===== src/rtl/channel_string_reader.sv =====
// channel_string_reader: drains channel FIFO packets onto a valid/ready stream.
// Optional header check compiled in with CHANNEL_READER_HEADER_CHECK_EN.
module channel_string_reader #(
    parameter int G_CHANNEL_ID   = 15,
    parameter int G_PACKET_WORDS = 16
) (
    input  logic        clk,
    input  logic        reset,
    input  logic        i_Enable,
    input  logic        i_FifoEmpty,
    output logic        o_FifoRead,
    input  logic [15:0] i_FifoData,
    output logic [15:0] o_TxData,
    output logic        o_TxValid,
    input  logic        i_TxReady,
    output logic        o_TxLast,
    output logic [15:0] o_PacketCount,
    output logic        o_HeaderError
);

    localparam int IW = (G_PACKET_WORDS > 1) ? $clog2(G_PACKET_WORDS) : 1;
    localparam logic [IW-1:0] LAST_IDX = IW'(G_PACKET_WORDS - 1);

    typedef enum logic [1:0] {IDLE, RUN, DRAIN} state_t;

    state_t        state;
    state_t        state_nxt;
    logic [IW-1:0] idx;
    logic          pend;
    logic          pend_last;
    logic [15:0]   d0;
    logic [15:0]   d1;
    logic          l0;
    logic          l1;
    logic [1:0]    cnt;
    logic [1:0]    occ;
    logic          pop;
    logic          push;
    logic          rd_ok;
    logic          boundary;

    assign o_TxValid = (cnt != 2'd0);
    assign o_TxData  = d0;
    assign o_TxLast  = l0 & o_TxValid;
    assign pop       = o_TxValid & i_TxReady;
    assign push      = pend;
    assign occ       = cnt + {1'b0, pend};
    assign boundary  = (idx == '0) && !pend;

    // Run state register
    always_ff @(posedge clk or posedge reset) begin
        if (reset) state <= IDLE;
        else       state <= state_nxt;
    end

    // Next-state: disable only takes effect once the packet is fully read
    always_comb begin
        state_nxt = state;
        unique case (state)
            IDLE:    if (i_Enable) state_nxt = RUN;
            RUN:     if (!i_Enable) state_nxt = boundary ? IDLE : DRAIN;
            DRAIN:   if (boundary) state_nxt = IDLE;
            default: state_nxt = IDLE;
        endcase
    end

    // Read strobe: no new header is fetched once enable is gone
    always_comb begin
        rd_ok = 1'b0;
        unique case (state)
            RUN:     rd_ok = i_Enable || (idx != '0);
            DRAIN:   rd_ok = (idx != '0);
            default: rd_ok = 1'b0;
        endcase
        o_FifoRead = !i_FifoEmpty && rd_ok && ((occ < 2'd2) || pop);
    end

    // Word index and in-flight read tracking, tag taken at issue time
    always_ff @(posedge clk or posedge reset) begin
        if (reset) begin
            idx       <= '0;
            pend      <= 1'b0;
            pend_last <= 1'b0;
        end else begin
            pend <= o_FifoRead;
            if (o_FifoRead) begin
                pend_last <= (idx == LAST_IDX);
                idx       <= (idx == LAST_IDX) ? '0 : idx + 1'b1;
            end
        end
    end

    // Two-entry output buffer, head in d0/l0
    always_ff @(posedge clk or posedge reset) begin
        if (reset) begin
            d0  <= '0;
            d1  <= '0;
            l0  <= 1'b0;
            l1  <= 1'b0;
            cnt <= 2'd0;
        end else if (push && pop) begin
            if (cnt == 2'd2) begin
                d0 <= d1;
                l0 <= l1;
                d1 <= i_FifoData;
                l1 <= pend_last;
            end else begin
                d0 <= i_FifoData;
                l0 <= pend_last;
            end
        end else if (pop) begin
            d0  <= d1;
            l0  <= l1;
            cnt <= cnt - 2'd1;
        end else if (push) begin
            if (cnt == 2'd0) begin
                d0 <= i_FifoData;
                l0 <= pend_last;
            end else begin
                d1 <= i_FifoData;
                l1 <= pend_last;
            end
            cnt <= cnt + 2'd1;
        end
    end

    // Completed packet counter, wraps naturally
    always_ff @(posedge clk or posedge reset) begin
        if (reset)                o_PacketCount <= '0;
        else if (pop && o_TxLast) o_PacketCount <= o_PacketCount + 16'd1;
    end

`ifdef CHANNEL_READER_HEADER_CHECK_EN
    localparam logic [7:0] CHAN = 8'(G_CHANNEL_ID);
    logic pend_hdr;

    // Sticky flag for headers carrying a foreign channel address
    always_ff @(posedge clk or posedge reset) begin
        if (reset) begin
            pend_hdr      <= 1'b0;
            o_HeaderError <= 1'b0;
        end else begin
            if (o_FifoRead) pend_hdr <= (idx == '0);
            if (push && pend_hdr && (i_FifoData[7:0] != CHAN))
                o_HeaderError <= 1'b1;
        end
    end
`else
    assign o_HeaderError = 1'b0;
`endif

endmodule


===== config.mk =====
export PLATFORM = sky130hd
export DESIGN_NAME = channel_string_reader
export DESIGN_NICKNAME = d
export VERILOG_FILES = /design/src/rtl/channel_string_reader.sv
export SDC_FILE = /design/constraint.sdc
export NUM_CORES = 1
export LEC_CHECK = 0
export ABC_AREA = 1
export BUFFER_PORTS_ARGS = -buffer_cell sky130_fd_sc_hd__buf_2
export CORE_ASPECT_RATIO = 1.4
export CORE_UTILIZATION = 30
export CTS_CLUSTER_DIAMETER = 50
export DETAILED_ROUTE_END_ITERATION = 10
export GPL_TIMING_DRIVEN = 0
export PLACE_DENSITY_LB_ADDON = 0.08
export SLEW_MARGIN = 20
export SYNTH_ARGS = -nofsm -noshare
export SYNTH_HDL_FRONTEND = slang
export SYNTH_SLANG_ARGS = --single-unit

===== constraint.sdc =====
create_clock -name clk -period 3.3 [get_ports clk]
set_clock_uncertainty 0.15 [all_clocks]
set_input_delay 0.33 -clock clk [delete_from_list [all_inputs] [get_ports clk]]
set_output_delay 0.33 -clock clk [all_outputs]
set_load 0.01 [all_outputs]

==> results.yml <==
outcome:
  run_status: "finished, final reports clean"
logic_synthesis:
  synth_top_cell_by_area: "dfrtp_1"
  synth-simple-area-share_pct: 32.86
  synth_compound_area_share_pct: 8.826
  synth_cells: 455
  post-synth-top-area-fraction_pct: 43.76
  synth_warnings: 0
  synth_top_family_by_area: "simple AND/OR/NAND/NOR gates"
  ys_seq_area_share_pct: 43.76
  ys_types: 33
  avgSynthCellArea_sq_um: 7.540
  synthMuxAreaShare_pct: 0
  synthesis.nets: 484
  synth_seq_cells: 60
  synth_area_sq_um: 3431
  synth-xor-area-share_pct: 2.808
  synth_fa_ha_area_share_pct: 2.918
  synthTopCellsByArea: "dfrtp_1 44%, nand2_1 19%, inv_1 4.7%"
sta:
  slew_viol_final: 0
  finalCritPeriodShare_pct: 80.69
  slew_headroom_pct: 63.60
  worst_pin_slew_ns: 0.5461
  setup_ws_ns: 0.6371
  min_period_ns: 2.663
  rsz0062_at_grt: "no"
  fmax_mhz: 375.5
  final-hold-violation-count: 0
  finalSetupTns_ns: 0
  setup_viol_count_final: 0
power:
  p_leak_nw: 2.149
  p_per_area_nw_per_um2: 848.4
  max-vdd-ir-drop_mv: 0.3501
  report.power.total_mw: 3.579
placed_design:
  gp_congestion: 0.7438
  dp_slack_ns: 0.6134
  dp_hpwl_um: 6228
  portBuffers: 55
floorplan:
  core_sq_um: 10980
  dieArea_sq_um: 11870
  initial_core_util_pct: 31.25
  die_w_um: 92.38
  ios: 57
  placementRows: 45
  die_h_um: 128.5
detailed_routing:
  wire_per_inst_um: 13.44
  num_vias: 3093
  viasPerCell: 4.630
  route.detailed.drc: 0
  drt_wl_total_um: 8980
  drt_iter0_drc: 134
  first_pass_iters: 4
  antenna_left: 0
global_routing:
  overflow: 0
  first_global_vias: 3024
  grt_max_degree: 36
  antenna_found_initial: 0
  grt.total_usage_pct: 16.60
  grt_pass1_wl_um: 15240
worst_setup_path:
  path_class: "reg2reg"
  worstPathArrival_ns: 2.70
  worstPathMaxFanout: 11
  r2r_setup_slack_ns: 0.64
  cp.required_ns: 3.34
  cp-end-kind: "register"
  worstSetupStartpointType: "register"
clock_network:
  clk_latency_ns: 0.33
  tritoncts.num_buffers: 9
  cts_root_buf: "clkbuf_16"
  cts.sinks: 60
  cts-htree-levels: 3
  postCtsSetupBuffers: 0
  clk_path_buf_depth: 2
  cts_tree: "built"
  clk_pin_slew_ns: 0.05
  cts-resized-gates: 0
worst_hold_path:
  hp-class: "in2reg"
finish:
  diodes: 0
  fill_cells: 1167
  nNetsFinal: 552
  layout-drive-gt1-share_pct: 19.73
  fin_util_pct: 38.43
  area_growth_syn_to_layout_pct: 22.98
run:
  cap_violations: 0
==> layer usage <==
layer	up-vias	wire length, um	track usage [%]
met4	0	182	7.537
met3	12	349	2.837
met1	1439	3947	20.51
met2	67	4501	28.15
li1	1575	-	-
met5	-	0	0
==> worst paths after layout <==
path / start / depth (start not counted) / endpoint
worst max-delay path: cnt[0]$_DFFE_PP0P_ / 11 / l1$_DFFE_PP0P_
worst min-delay path: i_FifoData[6] / 3 / d1[6]$_DFFE_PP0P_
worst max register to register: cnt[0]$_DFFE_PP0P_ / 11 / l1$_DFFE_PP0P_
worst min register to register: o_TxData[9]$_DFFE_PP0P_ / 2 / o_TxData[9]$_DFFE_PP0P_
max in group asynchronous: reset / 4 / idx[2]$_DFFE_PP0P_
min in group asynchronous: reset / 3 / o_PacketCount[7]$_DFFE_PP0P_
==> synthesized netlist by cell type <==
library cell,count
nand2_1,174
nor3_2,1
o21ai_4,1
nand2_2,4
nor3_1,2
o211ai_1,17
inv_2,4
o21ai_0,24
nand2_4,1
nand4_1,6
clkbuf_1,2
nand2_8,1
a21oi_4,1
inv_1,43
nand3b_1,1
inv_4,1
xor2_1,6
xnor2_1,5
nand3_2,1
nor2_1,38
buf_8,1
buf_6,3
nand3_1,32
a21oi_1,1
buf_2,6
dfrtp_1,60
ha_1,8
nor2_4,3
or2_2,1
buf_4,4
o21ai_2,1
conb_1,1
a32oi_1,1
==> cell usage in the layout (no fill, tap or decap), types with 2 or more instances in the layout <==
cell,count
buf_6,3
buf_4,4
ha_1,8
nand4_1,6
xnor2_1,5
nor2_4,3
inv_2,4
o21ai_0,24
nand2_2,4
o211ai_1,17
buf_2,61
nand2_1,174
inv_1,42
nor3_1,2
xor2_1,6
clkbuf_16,9
clkbuf_1,4
dfrtp_1,60
inv_4,2
nor2_1,38
clkbuf_8,3
nand3_1,32
==> power breakdown <==
group / switching, mW / internal, mW
Clock: 0.325 / 0.642
Combinational: 0.842 / 0.525
Sequential: 0.212 / 1.03
==> worst max-delay path, stage by stage (launching register included) <==
cell      delay (ns)
dfrtp_1         0.37
buf_6           0.14
nor2_1          0.21
nor2_4          0.12
buf_6           0.17
ha_1            0.17
buf_4           0.17
inv_2           0.17
a21oi_1         0.11
o21ai_2         0.15
clkbuf_1        0.43
o21ai_0         0.15
==> kinds of logic after synthesis <==
| family | count (synthesis) |
|---|---|
| other cells | 1 |
| compound gates | 46 |
| xor+xnor | 11 |
| buf+inv | 64 |
| simple gates | 265 |
| flops | 60 |
| fa+ha+maj | 8 |
==> metrics by stage <==
step / instances / hold slack [ns] / area (sq um)
2_1_floorplan: 455 / 0.3010 / 3431
3_3_place_gp: 651 / 0.3074 / 3882
3_5_place_dp: 652 / 0.1945 / 3905
4_1_cts: 668 / 0.1387 / 4219
5_1_grt: 668 / 0.1600 / 4219
6_report: 668 / 0.1445 / 4219
==> registers in the layout, indices dropped and copies added (netlist names) <==
| name | count |
|---|---|
| l1 | 1 |
| state | 2 |
| idx | 4 |
| l0 | 1 |
| cnt | 2 |
| o_TxData | 16 |
| pend_last | 1 |
| o_PacketCount | 16 |
| d1 | 16 |
| pend | 1 |
==> what timing repair did <==
item / 4_1_cts / 5_1_grt
endpoints found under the setup margin: 0 / 0
hold endpoints to repair: 25 / 0
hold buffers: 1 / 0
==> layout make-up <==
| type | count | area [sq um] | area share (%) |
|---|---|---|---|
| flip-flops and latches | 60 | 1501 | 35.59 |
| multi-input cells | 331 | 1630 | 38.64 |
| plain buffers | 16 | 116.4 | 2.758 |
| clock buffers | 14 | 274.0 | 6.495 |
| well taps | 141 | 176.4 | 4.181 |
| clock inverters | 1 | 30.03 | 0.7117 |
| repair buffers | 57 | 305.3 | 7.236 |
| inverters | 48 | 185.2 | 4.389 |
No activity file was read; power rests on OpenSTA's default activity.
